## config.mk

```make
export PLATFORM = sky130hd
export DESIGN_NAME = lfsr_counter_bank_flat
export DESIGN_NICKNAME = d
export VERILOG_FILES = /design/src/rtl/lfsr_counter_bank.sv /design/src/rtl/lfsr_counter_bank_if.sv /design/src/flat_wrapper.sv
export SDC_FILE = /design/constraint.sdc
export NUM_CORES = 1
export LEC_CHECK = 0
export ABC_AREA = 1
export CAP_MARGIN = 40
export CORE_ASPECT_RATIO = 0.9
export CORE_MARGIN = 4
export CORE_UTILIZATION = 50
export DETAILED_ROUTE_END_ITERATION = 8
export GPL_ROUTABILITY_DRIVEN = 0
export GPL_TIMING_DRIVEN = 1
export PLACE_DENSITY = 0.79
export REMOVE_ABC_BUFFERS = 1
export SETUP_SLACK_MARGIN = 0.3
export SYNTH_ARGS = -nofsm -noshare
export SYNTH_HDL_FRONTEND = slang
export SYNTH_SLANG_ARGS = --single-unit
```

## constraint.sdc

```tcl
create_clock -name CLK -period 2.3 [get_ports CLK]
set_input_delay 0.23 -clock CLK [delete_from_list [all_inputs] [get_ports CLK]]
set_output_delay 0.23 -clock CLK [all_outputs]
set_load 0.02 [all_outputs]
```

## src/rtl/lfsr_counter_bank.sv

```systemverilog
// Bank of DEPTH saturating XNOR-LFSR counters with a one-per-cycle clear sweep.
// Optional occupancy counter (occ_count) is built only when LFSR_BANK_OCC_EN is defined.
package lfsr_counter_bank_pkg;

  // Forward step: shift left, feed back the XNOR of the tapped bits.
  function automatic logic [15:0] lfsr_succ(input int width, input logic [15:0] taps,
                                            input logic [15:0] s);
    logic [15:0] mask;
    logic        fb;
    mask = 16'((17'd1 << width) - 17'd1);
    fb   = ~^(s & taps);
    return ((s << 1) | 16'(fb)) & mask;
  endfunction

  // Backward step: the top tap is always set, so the dropped MSB is recoverable
  // from the feedback bit and the parity of the remaining tapped bits.
  function automatic logic [15:0] lfsr_pred(input int width, input logic [15:0] taps,
                                            input logic [15:0] s);
    logic [15:0] low;
    logic        msb;
    low = s >> 1;
    msb = ~s[0] ^ (^(low & taps));
    return low | (16'(msb) << (width - 1));
  endfunction

endpackage

module lfsr_counter_bank
  import lfsr_counter_bank_pkg::*;
#(
  parameter int               WIDTH     = 8,
  parameter int               DEPTH     = 16,
  parameter logic [WIDTH-1:0] TAPS      = WIDTH'(8'hB8),
  // Sequence index 2^WIDTH-2 is the predecessor of the all-zeros state.
  parameter logic [WIDTH-1:0] SAT_STATE = WIDTH'(lfsr_pred(WIDTH, 16'(TAPS), 16'd0)),
  localparam int              AW        = $clog2(DEPTH)
) (
  input  logic               CLK,
  input  logic               rstb,
  lfsr_counter_bank_if.slave bus
`ifdef LFSR_BANK_OCC_EN
  ,
  output logic [AW:0]        occ_count
`endif
);

  localparam logic [0:0] STATE_IDLE  = 1'b0;
  localparam logic [0:0] STATE_CLEAR = 1'b1;

  logic [0:0]       state_q, state_d;
  logic [AW-1:0]    clr_idx_q, clr_idx_d;

  logic             p_valid_q, p_we_q, p_inc_q;
  logic [AW-1:0]    p_addr_q;

  logic [WIDTH-1:0] cnt_q [DEPTH];

  logic             rsp_valid_q, rsp_zero_q, rsp_sat_q;
  logic [WIDTH-1:0] rsp_value_q;
  logic [AW-1:0]    rsp_addr_q;

  logic             accept;
  logic             op_wr;
  logic             sweep_wr;
  logic             sweep_last;
  logic [WIDTH-1:0] cur_val, new_val;

  assign bus.op_ready = (state_q == STATE_IDLE) && !bus.clr_start;
  assign bus.busy     = (state_q == STATE_CLEAR);
  assign accept       = bus.op_valid && bus.op_ready;
  assign sweep_wr     = (state_q == STATE_CLEAR);
  assign sweep_last   = sweep_wr && (clr_idx_q == AW'(DEPTH - 1));

  // NOTE: every variable assigned in an always_comb gets a default first so
  // no path can leave it unassigned and infer a latch.
  always_comb begin
    state_d   = state_q;
    clr_idx_d = clr_idx_q;
    case (state_q)
      STATE_IDLE: begin
        if (bus.clr_start) begin
          state_d   = STATE_CLEAR;
          clr_idx_d = '0;
        end
      end
      default: begin
        clr_idx_d = clr_idx_q + 1'b1;
        if (sweep_last) state_d = STATE_IDLE;
      end
    endcase
  end

  // The previous request to the same address was written on the edge that
  // loaded this one, so reading the array here already sees its result.
  always_comb begin
    cur_val = cnt_q[p_addr_q];
    new_val = cur_val;
    if (p_we_q) begin
      if (p_inc_q) begin
        if (cur_val != SAT_STATE) new_val = WIDTH'(lfsr_succ(WIDTH, 16'(TAPS), 16'(cur_val)));
      end else begin
        if (cur_val != '0) new_val = WIDTH'(lfsr_pred(WIDTH, 16'(TAPS), 16'(cur_val)));
      end
    end
  end

  assign op_wr = p_valid_q && p_we_q;

  // NOTE: sequential state uses non-blocking assignments so every register
  // samples pre-edge values regardless of statement order.
  always_ff @(posedge CLK or negedge rstb) begin
    if (!rstb) begin
      state_q     <= STATE_IDLE;
      clr_idx_q   <= '0;
      p_valid_q   <= 1'b0;
      p_we_q      <= 1'b0;
      p_inc_q     <= 1'b0;
      p_addr_q    <= '0;
      rsp_valid_q <= 1'b0;
      rsp_zero_q  <= 1'b0;
      rsp_sat_q   <= 1'b0;
      rsp_value_q <= '0;
      rsp_addr_q  <= '0;
    end else begin
      state_q     <= state_d;
      clr_idx_q   <= clr_idx_d;
      p_valid_q   <= accept;
      p_we_q      <= bus.op_we;
      p_inc_q     <= bus.op_inc;
      p_addr_q    <= bus.op_addr;
      rsp_valid_q <= p_valid_q;
      if (p_valid_q) begin
        rsp_zero_q  <= (new_val == '0);
        rsp_sat_q   <= (new_val == SAT_STATE);
        rsp_value_q <= new_val;
        rsp_addr_q  <= p_addr_q;
      end
    end
  end

  // NOTE: the counters are a flop array rather than a RAM because reset must
  // clear every entry asynchronously in one step.
  always_ff @(posedge CLK or negedge rstb) begin
    if (!rstb) begin
      for (int i = 0; i < DEPTH; i++) cnt_q[i] <= '0;
    end else if (sweep_wr) begin
      cnt_q[clr_idx_q] <= '0;
    end else if (op_wr) begin
      cnt_q[p_addr_q] <= new_val;
    end
  end

  assign bus.rsp_valid = rsp_valid_q;
  assign bus.rsp_zero  = rsp_zero_q;
  assign bus.rsp_sat   = rsp_sat_q;
  assign bus.rsp_value = rsp_value_q;
  assign bus.rsp_addr  = rsp_addr_q;

`ifdef LFSR_BANK_OCC_EN
  logic [AW:0] occ_q;

  always_ff @(posedge CLK or negedge rstb) begin
    if (!rstb) begin
      occ_q <= '0;
    end else if (sweep_last) begin
      occ_q <= '0;
    end else if (sweep_wr) begin
      if (cnt_q[clr_idx_q] != '0) occ_q <= occ_q - 1'b1;
    end else if (op_wr) begin
      if (cur_val == '0 && new_val != '0)      occ_q <= occ_q + 1'b1;
      else if (cur_val != '0 && new_val == '0) occ_q <= occ_q - 1'b1;
    end
  end

  assign occ_count = occ_q;
`else
  // Occupancy tracking is not built in this configuration.
`endif

endmodule

```

## src/rtl/lfsr_counter_bank_if.sv

```systemverilog
// Request/response/clear bundle for lfsr_counter_bank: the master issues
// probes and increments/decrements, the slave (the bank) answers one cycle later.
interface lfsr_counter_bank_if #(
  parameter int WIDTH = 8,
  parameter int AW    = 4
);
  logic             op_valid;
  logic             op_ready;
  logic             op_we;
  logic             op_inc;
  logic [AW-1:0]    op_addr;
  logic             clr_start;
  logic             busy;
  logic             rsp_valid;
  logic             rsp_zero;
  logic             rsp_sat;
  logic [WIDTH-1:0] rsp_value;
  logic [AW-1:0]    rsp_addr;

  modport master (
    output op_valid, op_we, op_inc, op_addr, clr_start,
    input  op_ready, busy, rsp_valid, rsp_zero, rsp_sat, rsp_value, rsp_addr
  );

  modport slave (
    input  op_valid, op_we, op_inc, op_addr, clr_start,
    output op_ready, busy, rsp_valid, rsp_zero, rsp_sat, rsp_value, rsp_addr
  );
endinterface

```

## src/flat_wrapper.sv

```systemverilog
// flat-port wrapper written by rule: the top's interface ports become plain ports
module lfsr_counter_bank_flat import lfsr_counter_bank_pkg::*;
#(
  parameter int               WIDTH     = 8,
  parameter int               DEPTH     = 16,
  parameter logic [WIDTH-1:0] TAPS      = WIDTH'(8'hB8),
                                                                        
  parameter logic [WIDTH-1:0] SAT_STATE = WIDTH'(lfsr_pred(WIDTH, 16'(TAPS), 16'd0)),
  localparam int              AW        = $clog2(DEPTH)
)
  (CLK, rstb, bus_op_valid, bus_op_we, bus_op_inc, bus_op_addr, bus_clr_start, bus_op_ready, bus_busy, bus_rsp_valid, bus_rsp_zero, bus_rsp_sat, bus_rsp_value, bus_rsp_addr);
  lfsr_counter_bank_if #(.WIDTH(WIDTH), .AW((4))) bus_i ();
  input  logic CLK;
  input  logic rstb;
  input wire logic [$bits(bus_i.op_valid)-1:0] bus_op_valid;
  input wire logic [$bits(bus_i.op_we)-1:0] bus_op_we;
  input wire logic [$bits(bus_i.op_inc)-1:0] bus_op_inc;
  input wire logic [$bits(bus_i.op_addr)-1:0] bus_op_addr;
  input wire logic [$bits(bus_i.clr_start)-1:0] bus_clr_start;
  output wire logic [$bits(bus_i.op_ready)-1:0] bus_op_ready;
  output wire logic [$bits(bus_i.busy)-1:0] bus_busy;
  output wire logic [$bits(bus_i.rsp_valid)-1:0] bus_rsp_valid;
  output wire logic [$bits(bus_i.rsp_zero)-1:0] bus_rsp_zero;
  output wire logic [$bits(bus_i.rsp_sat)-1:0] bus_rsp_sat;
  output wire logic [$bits(bus_i.rsp_value)-1:0] bus_rsp_value;
  output wire logic [$bits(bus_i.rsp_addr)-1:0] bus_rsp_addr;
  assign bus_i.op_valid = bus_op_valid;
  assign bus_i.op_we = bus_op_we;
  assign bus_i.op_inc = bus_op_inc;
  assign bus_i.op_addr = bus_op_addr;
  assign bus_i.clr_start = bus_clr_start;
  assign bus_op_ready = bus_i.op_ready;
  assign bus_busy = bus_i.busy;
  assign bus_rsp_valid = bus_i.rsp_valid;
  assign bus_rsp_zero = bus_i.rsp_zero;
  assign bus_rsp_sat = bus_i.rsp_sat;
  assign bus_rsp_value = bus_i.rsp_value;
  assign bus_rsp_addr = bus_i.rsp_addr;
  lfsr_counter_bank #(.WIDTH(WIDTH), .DEPTH(DEPTH), .TAPS(TAPS), .SAT_STATE(SAT_STATE)) u_core (.CLK(CLK), .rstb(rstb), .bus(bus_i));
endmodule
```

---- Word-level counts from Yosys, hierarchy flattened ----
Cells that the tools add are included.
word-level totals
  flip-flop bits (word level) ............. 155
  bits in latches ......................... 0
  memory bits (writable) .................. 0
  memory bits (read-only) ................. 0
  memories kept ........................... 0
cells by class
  $add $sub $neg .......................... 1
  $mul .................................... 0
  div/mod/pow operators ................... 0
  order comparisons ....................... 4
  equality and inequality tests ........... 3
  shift operators ......................... 0
  muxes and demuxes ....................... 19
  bitwise logic cells ..................... 9
  reductions and logical operators ........ 13
operators with widths
  kind                   number
  $mux W128              2
  $and A128 B128 Y128    1
  $bwmux W128            1
  $not A128 Y128         1
  $demux W8 S4           2
  $mux W8                8
  $bmux W8 S4            1
  $reduce_xnor A16 Y1    1
  $reduce_xor A16 Y1     1
  $ge A5 B5 Y1 const B   2
  $lt A5 B1 Y1 const B   2
  $not A4 Y5             2
  $eq A8 B8 Y1 const B   1
  $logic_not A8 Y1       1
  $mux W4                2
  $ne A8 B8 Y1 const B   1
  $or A7 B8 Y8           1
  $or A8 B1 Y8           1
  $reduce_bool A8 Y1     1
  $logic_and A1 B1 Y1    6
  $add A4 B1 Y4 const B  1
  $eq A4 B4 Y1 const B   1
  $reduce_bool A2 Y1     2
  $mux W1                3
  3 further kinds        4

---- Logic depth before layout (Yosys ltp) ----
  depth after elaboration ................. 13
  depth in mapped cells ................... 23
  gate-level depth less buffers ........... 21

---- Worst setup path after synthesis ----
OpenSTA, ideal clock, no wires.
  path type ............................... register to register
  start point ............................. register u_core.p_addr_q[0]
  end point ............................... register u_core.cnt_q[127] (netlist bit)
  arrival ................................. 2.225 ns
  setup slack ............................. -0.052 ns
  stages on the path, launching flop included .. 22
  buffers on the path ..................... 3
  clock period less this slack ............ 2.352 ns
  cells stage by stage .................... dfrtp_1 > inv_2 > buf_6 > buf_2 > nand2_1 > nand2_1 > nand2_1 > nand2_1 > nand2_1 > nand2_1 > nor2_2 > ha_1 > nand2_1 > nor2_1 > nand2_1 > nand3_1 > nand2_1 > nand2_1 > nand2_2 > buf_6 > nand3_1 > o21ai_0
between the ends
  cells in the longest elaborated chain, start to end .. 13
  elaborated cells between the ends (all ways) .. 23
  classes of those cells .................. order compare: 2; eq/ne: 1; mux: 12; bitwise: 5; reduce/logical: 3
RTL lines
  what                                              RTL line                                           text
  start, declared                                   lfsr_counter_bank.sv:54                            logic [AW-1:0] p_addr_q;
  start signal, assigned                            lfsr_counter_bank.sv:130                           p_addr_q <= bus.op_addr;
  $not A4 Y5 (not written as such) *                lfsr_counter_bank.sv:96, lfsr_counter_bank.sv:149
  $bmux W8 S4                                       lfsr_counter_bank.sv:96                            cur_val = cnt_q[p_addr_q];
  $mux W8 (not written as such) (2 in a row)        lfsr_counter_bank.sv:96
  $reduce_xor A16 Y1 or $not A1 Y1 (tied branches)  lfsr_counter_bank.sv:22                            msb = ~s[0] ^ (^(low & taps));
  $xor A1 B1 Y1                                     lfsr_counter_bank.sv:22
  $or A7 B8 Y8                                      lfsr_counter_bank.sv:23                            return low | (16'(msb) << (width - 1));
  $mux W8                                           lfsr_counter_bank.sv:102                           if (cur_val != '0) new_val = WIDTH'(lfsr_pred(WIDTH, 16'(TAPS), 16'(cur_val)));
  $mux W8                                           lfsr_counter_bank.sv:99                            if (p_inc_q) begin
  $mux W8                                           lfsr_counter_bank.sv:98                            if (p_we_q) begin
  $bwmux W128 *                                     lfsr_counter_bank.sv:149                           cnt_q[p_addr_q] <= new_val;
  $mux W128 *                                       lfsr_counter_bank.sv:148                           end else if (op_wr) begin
  $mux W128 *                                       lfsr_counter_bank.sv:146                           end else if (sweep_wr) begin
  end signal, assigned by index                     lfsr_counter_bank.sv:149
  end, declared                                     lfsr_counter_bank.sv:56                            logic [WIDTH-1:0] cnt_q [DEPTH];
Every way passes the cells marked *; elsewhere a longest branch is shown, timed or not. The select of a mux whose other input is x is not followed.
A chain may end at the register's enable or synchronous reset.

---- Final worst setup path ----
  start point ............................. register u_core.p_addr_q[0]
  end point ............................... register u_core.rsp_value_q[0], in the netlist u_core.bus.rsp_value[0]
between the ends
  cells in the longest elaborated chain, start to end .. 9
  elaborated cells between the ends (all ways) .. 13
  classes of those cells .................. eq/ne: 1; mux: 7; bitwise: 3; reduce/logical: 2
RTL lines
  what                                          RTL line                  text
  $not A4 Y5 (not written as such) *            lfsr_counter_bank.sv:96
  $bmux W8 S4 *                                 lfsr_counter_bank.sv:96
  $mux W8 (not written as such) * (2 in a row)  lfsr_counter_bank.sv:96
  $reduce_xnor A16 Y1                           lfsr_counter_bank.sv:11   fb = ~^(s & taps);
  $or A8 B1 Y8                                  lfsr_counter_bank.sv:12   return ((s << 1) | 16'(fb)) & mask;
  $mux W8                                       lfsr_counter_bank.sv:100  if (cur_val != SAT_STATE) new_val = WIDTH'(lfsr_succ(WIDTH, 16'(TAPS), 16'(cur_val)));
  $mux W8                                       lfsr_counter_bank.sv:99
  $mux W8 *                                     lfsr_counter_bank.sv:98
  end signal, assigned                          lfsr_counter_bank.sv:135  rsp_value_q <= new_val;
  end, declared                                 lfsr_counter_bank.sv:59   logic [WIDTH-1:0] rsp_value_q;
Marks and branches as above.

==> flow_metrics.py <==
metrics = {
    "timing": {
        "setup-violations-final": 138,
        "timing.final.crit_share": 1.27,
        "rsz0062_at_grt": "yes",
        "hold_viol_final": 0,
        "timing.final.ws_setup_ns": -0.628,
        "fmax_ghz": 0.342,
        "maxSlewHeadroom": 0.581,
        "slew_violations": 0,
        "finalCriticalPeriod_ns": 2.93,
        "worstMarginPinSlew_ns": 0.628,
        "clock_skew_ns": 0.0124,
    },
    "cts": {
        "cts_buffer_depth": 2,
        "cts_sinks": 155,
        "numCtsBuffers": 17,
        "clk_pin_slew_worst_paths_ns": 0.07,
        "cts-root-buf": "clkbuf_16",
        "clk_latency_ns": 0.45,
        "cts_tree": "done",
        "htreeDepth": 4,
    },
    "finish": {
        "area_delta_synth_final_pct": 37.2,
        "final_nets": 1421,
        "layout-drive-gt1-share": 0.298,
        "final_common_cell": "nand2_1",
        "n_antenna_cell": 0,
        "final_cells": 1654,
        "mostFrequentLayoutCells": "nand2_1, dfrtp_1, nor2_1",
    },
    "power": {
        "max-vdd-ir-drop_uv": 742,
        "swShare": 0.462,
        "power.share.sequential": 0.307,
        "clock_power_share": 0.170,
        "power.internal_w": 0.00878,
        "switchingPower_w": 0.00755,
        "p_leak_nw": 5.84,
        "p_comb_frac": 0.523,
        "powerDensity_nw_per_um2": 1350,
    },
    "global_route": {
        "grt_max_degree": 58,
        "grt_pass1_vias": 9419,
        "track_usage": 0.320,
        "gr-total-overflow": 0,
        "antenna_found_initial": 1,
        "grt_first_pass_wirelength_um": 49900,
    },
    "placed_design": {
        "io_buffers": 26,
        "dp.cells": 1583,
        "hpwl_um": 20800,
        "post-place-ws_ns": -0.403,
    },
    "die": {
        "die_h_um": 134,
        "ios": 27,
        "rows": 45,
        "die-area_um2": 19800,
        "dieWidth_um": 148,
        "initial_core_util": 0.516,
        "core_area_um2": 17100,
    },
    "setup_path": {
        "endpoint_kind": "flop",
        "crit_required_ns": 2.65,
        "path_max_fanout": 6,
        "arrival_ns": 3.28,
        "setup.worst_path.class": "reg -> reg",
        "cp-start-kind": "flop",
    },
    "synthesis": {
        "seq_area_frac_synth": 0.439,
        "synthMuxAreaShare": 0,
        "synth-adder-area-share": 0.00709,
        "synthSimpleGateAreaFrac": 0.289,
        "synth_compound_area_frac": 0.192,
        "synth_top_family_by_area": "simple AND/OR/NAND/NOR gates",
        "netlist_area_um2": 8830,
        "synth_cell_types": 29,
        "yosys_warnings": 0,
        "syn_avg_cell_area_um2": 6.94,
        "yosys_register_bits": 155,
        "synth-xor-area-share": 0,
        "syn_inst": 1271,
    },
    "routing": {
        "vias_per_cell": 6.48,
        "routed_wl_um": 36500,
        "via_count": 10725,
        "ant_nets": 0,
        "drt_iter0_markers": 1863,
        "drc": 2,
        "wl_per_cell_um": 22.1,
        "drtPass1Iterations": 9,
    },
    "hold_path": {
        "min_path_type": "in -> reg",
    },
    "run_status": {
        "failed_checks": "design-rule violations, negative setup slack",
        "run_status": "finished, violations left",
    },
    "run": {
        "maxCapViolCount": 0,
    },
}
[synthesized netlist by cell type]
cell type / n / share of area
o21ai_1: 1 / 0.00057
buf_1: 2 / 0.00085
nand2_1: 471 / 0.20
o22ai_1: 3 / 0.0021
clkbuf_1: 32 / 0.014
nand4_1: 3 / 0.0021
dfrtp_1: 155 / 0.44
inv_1: 93 / 0.040
nor2_4: 2 / 0.0026
clkinv_1: 1 / 0.00042
o211ai_1: 1 / 0.00085
nand3_2: 1 / 0.0011
nor3_1: 10 / 0.0057
inv_2: 1 / 0.00042
o31ai_1: 7 / 0.0060
o21ai_0: 55 / 0.031
buf_4: 1 / 0.00085
nor2_1: 129 / 0.055
a21oi_1: 148 / 0.084
buf_2: 13 / 0.0074
o21a_1: 1 / 0.00085
a22oi_1: 11 / 0.0094
nand3_1: 30 / 0.017
buf_6: 7 / 0.0089
a21boi_2: 1 / 0.0013
a31oi_1: 79 / 0.056
nor2_2: 6 / 0.0043
ha_1: 5 / 0.0071
nand2_2: 2 / 0.0014
[metal layers]
layer | GRT usage | vias to the layer above | wire, µm
li1 | - | 4444 | -
met1 | 0.426 | 4944 | 12800
met2 | 0.472 | 986 | 15100
met3 | 0.0878 | 349 | 5290
met4 | 0.183 | 2 | 3230
met5 | 0 | - | 13
[critical path: stages, from the launching register on]
cell and delay, ns:
dfrtp_2 0.46, clkinv_4 0.11, buf_8 0.15, buf_6 0.13, nand2_1 0.07, nand2_1 0.08, nand2_1 0.08, nand2_1 0.07
nand2_2 0.09, nand2_2 0.10, nor2_4 0.15, ha_4 0.23, inv_2 0.05, nand2_2 0.04, nand2_1 0.06, nand2_1 0.05
nand2_1 0.07, nand3_1 0.12, nand2_2 0.15, nand2_4 0.09, buf_6 0.15, buf_4 0.14, o21ai_1 0.17
[power by group through the flow]
stage	sequential (W)	combinational, W	clock (W)
finish	0.00502	0.00853	0.00277
floorplan	0.00480	0.00389	0
global route	0.00507	0.00912	0.00288
CTS	0.00487	0.00714	0.00275
detailed placement	0.00487	0.00632	0
global placement	0.00486	0.00610	0
[final timing paths]
check | from | end | slack (ns) | cells past startpoint
min in group asynchronous | rstb | u_core.cnt_q[41]$_DFFE_PN0P_ | 0.31 | 2
max | u_core.p_addr_q[0]$_DFF_PN0_ | u_core.bus.rsp_value[0]$_DFFE_PN0P_ | -0.63 | 22
min reg2reg | u_core.bus.rsp_value[4]$_DFFE_PN0P_ | u_core.bus.rsp_value[4]$_DFFE_PN0P_ | 0.48 | 2
max reg2reg | u_core.p_addr_q[0]$_DFF_PN0_ | u_core.bus.rsp_value[0]$_DFFE_PN0P_ | -0.63 | 22
max in group asynchronous | rstb | u_core.cnt_q[121]$_DFFE_PN0P_ | 1.22 | 3
min | bus_op_inc | u_core.p_inc_q$_DFF_PN0_ | 0.22 | 1
[registers in the layout (all words and copies together), names as in the netlist]
signal / count
u_core.bus.rsp_addr: 4
u_core.bus.rsp_zero: 1
u_core.bus.rsp_valid: 1
u_core.bus.rsp_sat: 1
u_core.p_valid_q: 1
u_core.clr_idx_q: 4
u_core.p_addr_q: 4
u_core.bus.rsp_value: 8
u_core.bus.busy: 1
u_core.cnt_q: 128
u_core.p_we_q: 1
u_core.p_inc_q: 1
[layout make-up]
class                      count  area [µm²]
fill                        1151        5010
tap                          235         294
timing repair buffer         171        1680
clock inverter                13         118
clock buffer                  19         443
multi-input combinational    966        5310
sequential                   155        3880
inverter                      95         377
[cell families (layout without fill, tap and decap cells)]
| kind of cell | count (synthesis) | count (layout) |
|---|---|---|
| buffers and inverters | 150 | 298 |
| flip-flops | 155 | 155 |
| adder cells (fa/ha/maj) | 5 | 5 |
| AO/OA/AOI/OAI | 307 | 307 |
| AND/OR/NAND/NOR | 654 | 654 |
[what timing repair did]
action | in CTS | in global routing
setup endpoints to repair | 140 | 139
gates resized for setup | 165 | 201
hold endpoints to repair | 53 | 0
setup buffers | 22 | 12
gates cloned | 2 | 2
pin swaps | 37 | 59
hold buffers | 1 | 0
[through the flow]
| stage | setup TNS, ns | power, W | area [µm²] | utilization | hold WS [ns] |
|---|---|---|---|---|---|
| 4_1_cts | -14.29 | 0.0148 | 11300 | 0.661 | 0.222 |
| 3_3_place_gp | -28.46 | 0.0110 | 9950 | 0.582 | 0.231 |
| 3_5_place_dp | -32.26 | 0.0112 | 9950 | 0.582 | 0.231 |
| 5_1_grt | -67.61 | 0.0171 | 12100 | 0.707 | 0.213 |
| 2_1_floorplan | -175.15 | 0.00869 | 8550 | - | -0.0656 |
| 6_report | -57.37 | 0.0163 | 12100 | 0.707 | 0.223 |
Note: power is estimated with default switching activity, not from simulation.
==> patch: new RTL, same settings <==
Take the reset off `p_addr_q` and load it in a clocked block of its own.
--- a/src/rtl/lfsr_counter_bank.sv
+++ b/src/rtl/lfsr_counter_bank.sv
@@ -115,7 +115,6 @@
       p_valid_q   <= 1'b0;
       p_we_q      <= 1'b0;
       p_inc_q     <= 1'b0;
-      p_addr_q    <= '0;
       rsp_valid_q <= 1'b0;
       rsp_zero_q  <= 1'b0;
       rsp_sat_q   <= 1'b0;
@@ -127,7 +126,6 @@
       p_valid_q   <= accept;
       p_we_q      <= bus.op_we;
       p_inc_q     <= bus.op_inc;
-      p_addr_q    <= bus.op_addr;
       rsp_valid_q <= p_valid_q;
       if (p_valid_q) begin
         rsp_zero_q  <= (new_val == '0);
@@ -136,6 +134,10 @@
         rsp_addr_q  <= p_addr_q;
       end
     end
+  end
+
+  always_ff @(posedge CLK) begin
+    p_addr_q <= bus.op_addr;
   end
 
   // NOTE: the counters are a flop array rather than a RAM because reset must
Function: same outputs for any inputs over 4 cycles, from zero or initial values and one cycle with rstb low; that may be too few to reach the edited logic, so the function may still have changed.
==> patch against the unedited design <==
The flow finishes with violations (setup timing); synthesized area decreased by 0.23%; setup slack better by 0.22 ns; total power is 6.4% lower; clock skew shrank 0.0027 ns; global-route usage shrank 0.92 points; final area is 5.9% lower; non-clock buffer count shrank 16; sequential power down 3%; sequential cell count stayed put; routed wire length down 13%.
==> patch: results (changes against the unedited design) <==
{| class="wikitable"
! Metric !! Value
|-
| Clock network contribution to total cell area || 0.0510 (+0.00466)
|-
| Worst stage delay on the critical path || 0.42 ns (-0.04 ns)
|-
| Result of the run || finished, violations left
|-
| Via count of the first global-routing pass || 9453 (+0.36%)
|-
| Arr. time, crit path || 3.05 ns (-0.23 ns)
|-
| Pre-Repair DR Iteration Count || 6 (-3)
|-
| Beginning of the worst register-to-register path || u_core.p_addr_q[0]$_DFF_P_
|-
| Number of flip-flops and latches || 155 (unchanged)
|-
| Share of the yosys chip area belonging to registers || 0.438 (-0.00127)
|-
| Routed wire per std cell || 19.5 um (-12%)
|-
| HPWL after detailed placement || 20500 um (-1.6%)
|-
| Fin Clk Skew || 0.00976 ns (-0.00266 ns)
|-
| Pin count of the biggest net entering global routing || 75 (+29%)
|-
| Worst slew pin tran || 0.746 ns (+0.117 ns)
|-
| Worst Reg-to-Reg Cells || 21 (-4.5%)
|-
| Area taken by multi-input logic gates || 0.00477 sq mm (-10%)
|-
| Non-filler instance count after layout || 1638 (-0.97%)
|-
| Wire length of the first global-routing pass || 48800 um (-2.3%)
|-
| RR Endpoint || u_core.cnt_q[112]$_DFFE_PN0P_
|-
| Post-detailed-placement cell area || 0.0100 sq mm (+0.80%)
|-
| Non-clock buffers || 155 (-9.4%)
|-
| Final standard cell utilization of the core || 0.668 (-0.0395)
|-
| Area of the core region || 0.0171 sq mm (-0.33%)
|-
| Number of antenna violations at the first check in global routing || 0 (-1)
|-
| Final critical-path setup slack || -0.406 ns (+0.222 ns)
|-
| Non-clock buffers, area share || 0.133 (-0.00536)
|-
| Fraction of final layout cells sized beyond drive strength 1 || 0.200 (-0.0985)
|-
| Setup violation total in the final timing report || 108 (-22%)
|-
| Final-stage net count || 1405 (-1.1%)
|-
| Buffers inserted by post-CTS timing repair || 9 (-59%)
|-
| Violated checks || setup timing
|-
| Clock buffer count || 22 (+3)
|-
| Combined flip-flop and latch cell area || 0.00387 sq mm (-0.48%)
|}
==> patch: cell types whose count changed after synthesis, sizes merged <==
cell and change:
dfrtp -4, dfxtp +4
==> patch: logic make-up (layout without fill, tap and decap cells) <==
family / count (synthesis) / in the layout / share of synthesized area
and+or+nand+nor: 654 / 654 / 0.290
AOI/OAI and AO/OA: 307 / 307 / 0.193
DFF: 155 / 155 / 0.438
buffers and inverters: 150 / 282 / 0.0722
adders and majority gates: 5 / 5 / 0.00710
==> patch: worst reg2reg max path: cells and delay by family, from the launching register on <==
kind                     cells  cell delay (ns)
AO/OA/AOI/OAI                1             0.18
adder cells (fa/ha/maj)      1             0.28
buffers and inverters        5             0.57
flip-flops                   1             0.42
AND/OR/NAND/NOR             14             1.18
==> patch: power breakdown <==
part           leakage (uW)  internal, uW  switching [uW]
logic               0.00328          3090            4540
registers           0.00196          3860             988
clock network      0.000280          1650            1150
total               0.00552          8600            6670
==> patch: worst max-delay path by stage <==
stage	startpoint	to	depth (start not counted)
after global placement	u_core.p_addr_q[0]$_DFF_P_	u_core.bus.rsp_sat$_DFFE_PN0P_	20
after floorplan	u_core.p_addr_q[0]$_DFF_P_	u_core.cnt_q[0]$_DFFE_PN0P_	19
after CTS	u_core.p_addr_q[0]$_DFF_P_	u_core.cnt_q[63]$_DFFE_PN0P_	19
after detailed placement	u_core.p_addr_q[0]$_DFF_P_	u_core.bus.rsp_zero$_DFFE_PN0P_	20
after global routing	u_core.p_addr_q[0]$_DFF_P_	u_core.cnt_q[108]$_DFFE_PN0P_	20
final	u_core.p_addr_q[0]$_DFF_P_	u_core.cnt_q[112]$_DFFE_PN0P_	21
==> patch: layer usage <==
metal	up-vias	track usage	wire, um
li1	4406	-	-
met1	4695	0.410	11800
met2	789	0.483	14400
met3	180	0.0882	4170
met4	0	0.132	1510
met5	-	0	0
